**config.mk**
```make
export PLATFORM = sky130hd
export DESIGN_NAME = seq_detect_mealy
export DESIGN_NICKNAME = d
export VERILOG_FILES = /design/src/rtl/seq_detect_mealy.sv
export SDC_FILE = /design/constraint.sdc
export NUM_CORES = 1
export LEC_CHECK = 0
export BUFFER_PORTS_ARGS = -buffer_cell sky130_fd_sc_hd__buf_2
export CAP_MARGIN = 0
export CORE_AREA = 2 2 39 41
export CTS_CLUSTER_SIZE = 28
export DETAILED_ROUTE_END_ITERATION = 7
export DIE_AREA = 0 0 41 43
export GPL_TIMING_DRIVEN = 1
export PLACE_DENSITY = 0.81
export SETUP_SLACK_MARGIN = 0.3
export SLEW_MARGIN = 40
export SYNTH_ARGS = -nofsm -noshare
export SYNTH_HDL_FRONTEND = slang
export SYNTH_SLANG_ARGS = --single-unit
```
**constraint.sdc**
```tcl
create_clock -name clk -period 1.9 [get_ports clk]
set_input_delay 0.19 -clock clk [delete_from_list [all_inputs] [get_ports clk]]
set_output_delay 0.19 -clock clk [all_outputs]
set_load 0.005 [all_outputs]
```
**src/rtl/seq_detect_mealy.sv**
```systemverilog
// Mealy serial-pattern detector with a runtime-loadable pattern of 1..PAT_W bits.
// Define SEQ_DETECT_COUNT_EN to build the saturating match counter; otherwise match_count is 0.
module seq_detect_mealy #(
    parameter int               PAT_W       = 3,
    parameter logic [PAT_W-1:0] DEF_PATTERN = 3'b110,
    parameter int               CNT_W       = 8,
    localparam int              LEN_W       = $clog2(PAT_W+1)
) (
    input  logic             clk,
    input  logic             reset,
    input  logic             in_valid,
    input  logic             in_bit,
    input  logic             overlap,
    input  logic             cfg_load,
    input  logic [PAT_W-1:0] cfg_pattern,
    input  logic [LEN_W-1:0] cfg_len,
    input  logic             clr_count,
    output logic             detect,
    output logic [CNT_W-1:0] match_count
);

    typedef enum logic [1:0] {EMPTY, FILLING, ARMED} phase_t;

    logic [PAT_W-1:0] pat_q;
    logic [LEN_W-1:0] len_q;
    logic [PAT_W-2:0] hist_q;
    logic [LEN_W-1:0] fill_q;

    phase_t           phase;
    logic [PAT_W-1:0] win;
    logic [PAT_W-1:0] mask;
    logic             hit;

    always_comb begin
        win  = {hist_q, in_bit};
        mask = '0;
        for (int i = 0; i < PAT_W; i++) mask[i] = (i < int'(len_q));
        // ARMED once the history holds len-1 bits; with len=1 that is already true at fill=0
        if (({1'b0, fill_q} + (LEN_W+1)'(1)) >= {1'b0, len_q}) phase = ARMED;
        else if (fill_q == '0)                                    phase = EMPTY;
        else                                                      phase = FILLING;
        hit = (((win ^ pat_q) & mask) == '0);
    end

    assign detect = in_valid & ~cfg_load & (phase == ARMED) & hit;

    always_ff @(posedge clk or posedge reset) begin
        if (reset) begin
            pat_q  <= DEF_PATTERN;
            len_q  <= LEN_W'(PAT_W);
            hist_q <= '0;
            fill_q <= '0;
        end else if (cfg_load) begin
            pat_q  <= cfg_pattern;
            len_q  <= (cfg_len != '0 && cfg_len <= LEN_W'(PAT_W)) ? cfg_len : LEN_W'(PAT_W);
            fill_q <= '0;
        end else if (in_valid) begin
            hist_q <= win[PAT_W-2:0];
            // non-overlap: the completing bit must not seed the next match
            if (detect && !overlap)              fill_q <= '0;
            else if (fill_q != LEN_W'(PAT_W-1)) fill_q <= fill_q + 1'b1;
        end
    end

`ifdef SEQ_DETECT_COUNT_EN
    logic [CNT_W-1:0] cnt_q;

    always_ff @(posedge clk or posedge reset) begin
        if (reset)                         cnt_q <= '0;
        else if (clr_count)                cnt_q <= CNT_W'(detect);
        else if (detect && cnt_q != '1)    cnt_q <= cnt_q + 1'b1;
    end

    assign match_count = cnt_q;
`else
    logic unused_clr;
    assign unused_clr  = clr_count;
    assign match_count = '0;
`endif

endmodule

```
==> results.json <==
{
  "powerDensity_mw_per_mm2": 787,
  "place_congestion": 0.670,
  "yosysSeqAreaShare_pct": 40.1,
  "worst_setup_path_start_kind": "flip-flop",
  "synth_seq_cells": 9,
  "synth_top_cell_area_share_pct": 21.8,
  "antenna_found_initial": 0,
  "die_h_um": 43,
  "clk-insertion-delay-late_ns": 0.25,
  "cts_root_buf": "clkbuf_4",
  "htree_levels": 1,
  "synthTopCellsByArea": "dfrtp_1 (22%), dfstp_2 (18%), buf_4 (10%), ha_1 (6.5%), mux2_2 (5.9%)",
  "firstDrtPassIters": 1,
  "cts_sinks": 9,
  "fillers": 141,
  "yosysMostFrequentCell": "buf_4",
  "worst_ep_arrival_time_ns": 1.72,
  "drv_slew": 0,
  "synth_compound_area_share_pct": 10.7,
  "synthAdderAreaFrac_pct": 10.0,
  "fmax_ghz": 0.525,
  "hp-class": "in2reg",
  "tritoncts": "done",
  "grt.total_usage_pct": 12.1,
  "portBuffers": 11,
  "total_power_uw": 529,
  "ant_nets": 0,
  "drive_gt1_share_pct": 35.7,
  "drv_cap": 0,
  "remaining_drc_errors": 0,
  "cp.required_ns": 1.71,
  "setup_viol": 1,
  "synth_largest_area_cell": "dfrtp_1",
  "cts_buffers": 3,
  "ys_async_sr_fraction_pct": 100,
  "synthCells": 54,
  "cpPeakStageDelay_ns": 0.54,
  "place_ws_ns": 0.110,
  "cp_slowest_cell": "dfstp_2",
  "pin_count": 21,
  "grt_pass1_wl_um": 1460,
  "grt_max_degree": 11,
  "initial_utilization_pct": 41.5,
  "leakage_nw": 0.327,
  "period_share_pct": 100,
  "yosysWarnings": 0,
  "wl_met1_um": 398,
  "synthFlopType": "dfrtp_1",
  "clk_pin_slew_ns": 0.06,
  "worst_slack_ns": -0.00559,
  "critPathBufInv": 1,
  "worstSetupPathType": "reg2out",
  "synth_top_family_by_area": "buffers and inverters",
  "vias": 399,
  "syn_avg_cell_area_um2": 10.6,
  "synthMuxAreaShare_pct": 9.80,
  "failed_checks": "negative setup slack",
  "wl_per_cell_um": 10.6,
  "area_growth_pct": 17.0,
  "die_x_um": 41,
  "wl_um": 914,
  "yosys.area_share.simple_pct": 8.71,
  "ir_drop_mv": 0.488,
  "synth_edf_count": 0,
  "clk_path_buf_depth": 2,
  "die-area_mm2": 0.00176,
  "nets": 87,
  "cp_max_fo": 2,
  "synth.distinct_cells": 25,
  "netlist_area_um2": 574,
  "worstPathCellList": "fa_1 > o31ai_2 > and3_1 > buf_2",
  "finalCriticalPeriod_ns": 1.91,
  "tns_ns": -0.00559,
  "routed-wl-met2_um": 455,
  "grt_pass1_vias": 386,
  "ys_top_cells_by_count": "buf_4 (8), dfrtp_1 (5), dfstp_2 (4), inv_1 (4)",
  "synth_xor_area_share_pct": 6.10,
  "row_count": 14,
  "critPathCaptureType": "primary output",
  "hold_violations": 0,
  "status": "complete, but fails checks",
  "via_per_inst": 4.64,
  "drt_iter0_drc": 0,
  "rsz0062_at_grt": "yes",
  "wl_met3_um": 60,
  "insertedDiodeCount": 0,
  "topRoutingLayerUsed": "met3",
  "critPathTopFamily": "flip-flops",
  "fin_skew_ns": 0.00363,
  "coreArea_mm2": 0.00138,
  "overflow": 0
}
[flip-flops by register name, summed over array words and instances (netlist names)]
name / cells
pat_q: 3
len_q: 2
fill_q: 2
hist_q: 2
[cell type report]
class / instances / area (um2) / share of cell area [%]
Clock buffer: 4 / 26.3 / 3.91
Inverter: 4 / 15.0 / 2.23
Multi-Input combinational cell: 39 / 300 / 44.7
Sequential cell: 9 / 230 / 34.3
Tap cell: 16 / 20.0 / 2.98
Timing Repair Buffer: 14 / 80.1 / 11.9
[metrics by stage]
stage | hold slack (ns) | area, um2 | util [%] | std cells
finish | 0.103 | 672 | 48.6 | 86
global route | 0.105 | 672 | 48.6 | 86
CTS | 0.0934 | 667 | 48.2 | 86
detailed placement | 0.164 | 611 | 44.1 | 79
global placement | 0.150 | 611 | 44.1 | 79
floorplan | 0.0151 | 601 | - | 61
[per-layer routing]
layer	global-route usage, %	vias up
met1	16.7	186
li1	-	197
met2	17.8	16
met4	6.00	0
met3	1.57	0
met5	0	-
[logic make-up after synthesis]
kind of cell / count (synthesis)
other cells: 1
fa+ha+maj: 4
mux: 5
simple gates: 9
compound gates: 9
xor+xnor: 4
buf+inv: 13
flops: 9
[worst register-to-register path, stage by stage (launching register included)]
cell and delay, ns:
dfstp_2 0.54, fa_1 0.42, o31ai_2 0.21, and4b_1 0.27, a211oi_1 0.09
[report_power, final]
part	switching [mW]	total, mW	leakage, nW	internal [mW]
combinational	0.0725	0.147	0.208	0.0744
sequential	0.0185	0.241	0.104	0.223
clock	0.0602	0.141	0.0150	0.0805
[timing repair]
action,in CTS,in global routing
resized for setup,1,1
hold buffers,1,0
endpoints found under the hold margin,5,0
buffers inserted,2,0
setup endpoints to repair,3,3
pin swaps,1,1
[cells in the final DEF (no fill, tap or decap)]
| cell | count |
|---|---|
| buf_2 | 11 |
| conb_1 | 8 |
| dfrtp_1 | 5 |
| inv_1 | 4 |
| dfstp_2 | 4 |
| mux2_2 | 3 |
| xor2_1 | 3 |
| nand2_1 | 3 |
| ha_1 | 3 |
| clkbuf_4 | 3 |
| a31oi_1 | 2 |
| nor2b_1 | 2 |
| mux2_1 | 2 |
| buf_4 | 2 |
| nor2_1 | 1 |
| o21a_1 | 1 |
| o31ai_2 | 1 |
| and4b_1 | 1 |
| xnor2_1 | 1 |
| a211oi_2 | 1 |
| nand2b_1 | 1 |
| a21oi_1 | 1 |
| and3_1 | 1 |
| o22a_1 | 1 |
| o21ai_0 | 1 |
| a211oi_1 | 1 |
| fa_1 | 1 |
| clkbuf_1 | 1 |
| dlygate4sd3_1 | 1 |
[path summary, 6_finish.rpt]
kind	startpoint	endpoint	slack [ns]	cells past startpoint
hold reg to reg	hist_q[1]	hist_q[1]	0.51	1
setup reg to reg	len_q[1]	fill_q[1]	0.24	4
hold / removal	cfg_len[0]	len_q[1]	0.10	2
setup / recovery	len_q[1]	detect	-0.006	4
max in group asynchronous	reset	pat_q[1]	1.18	3
min in group asynchronous	reset	pat_q[0]	0.43	3
(Power assumes the default switching activity.)
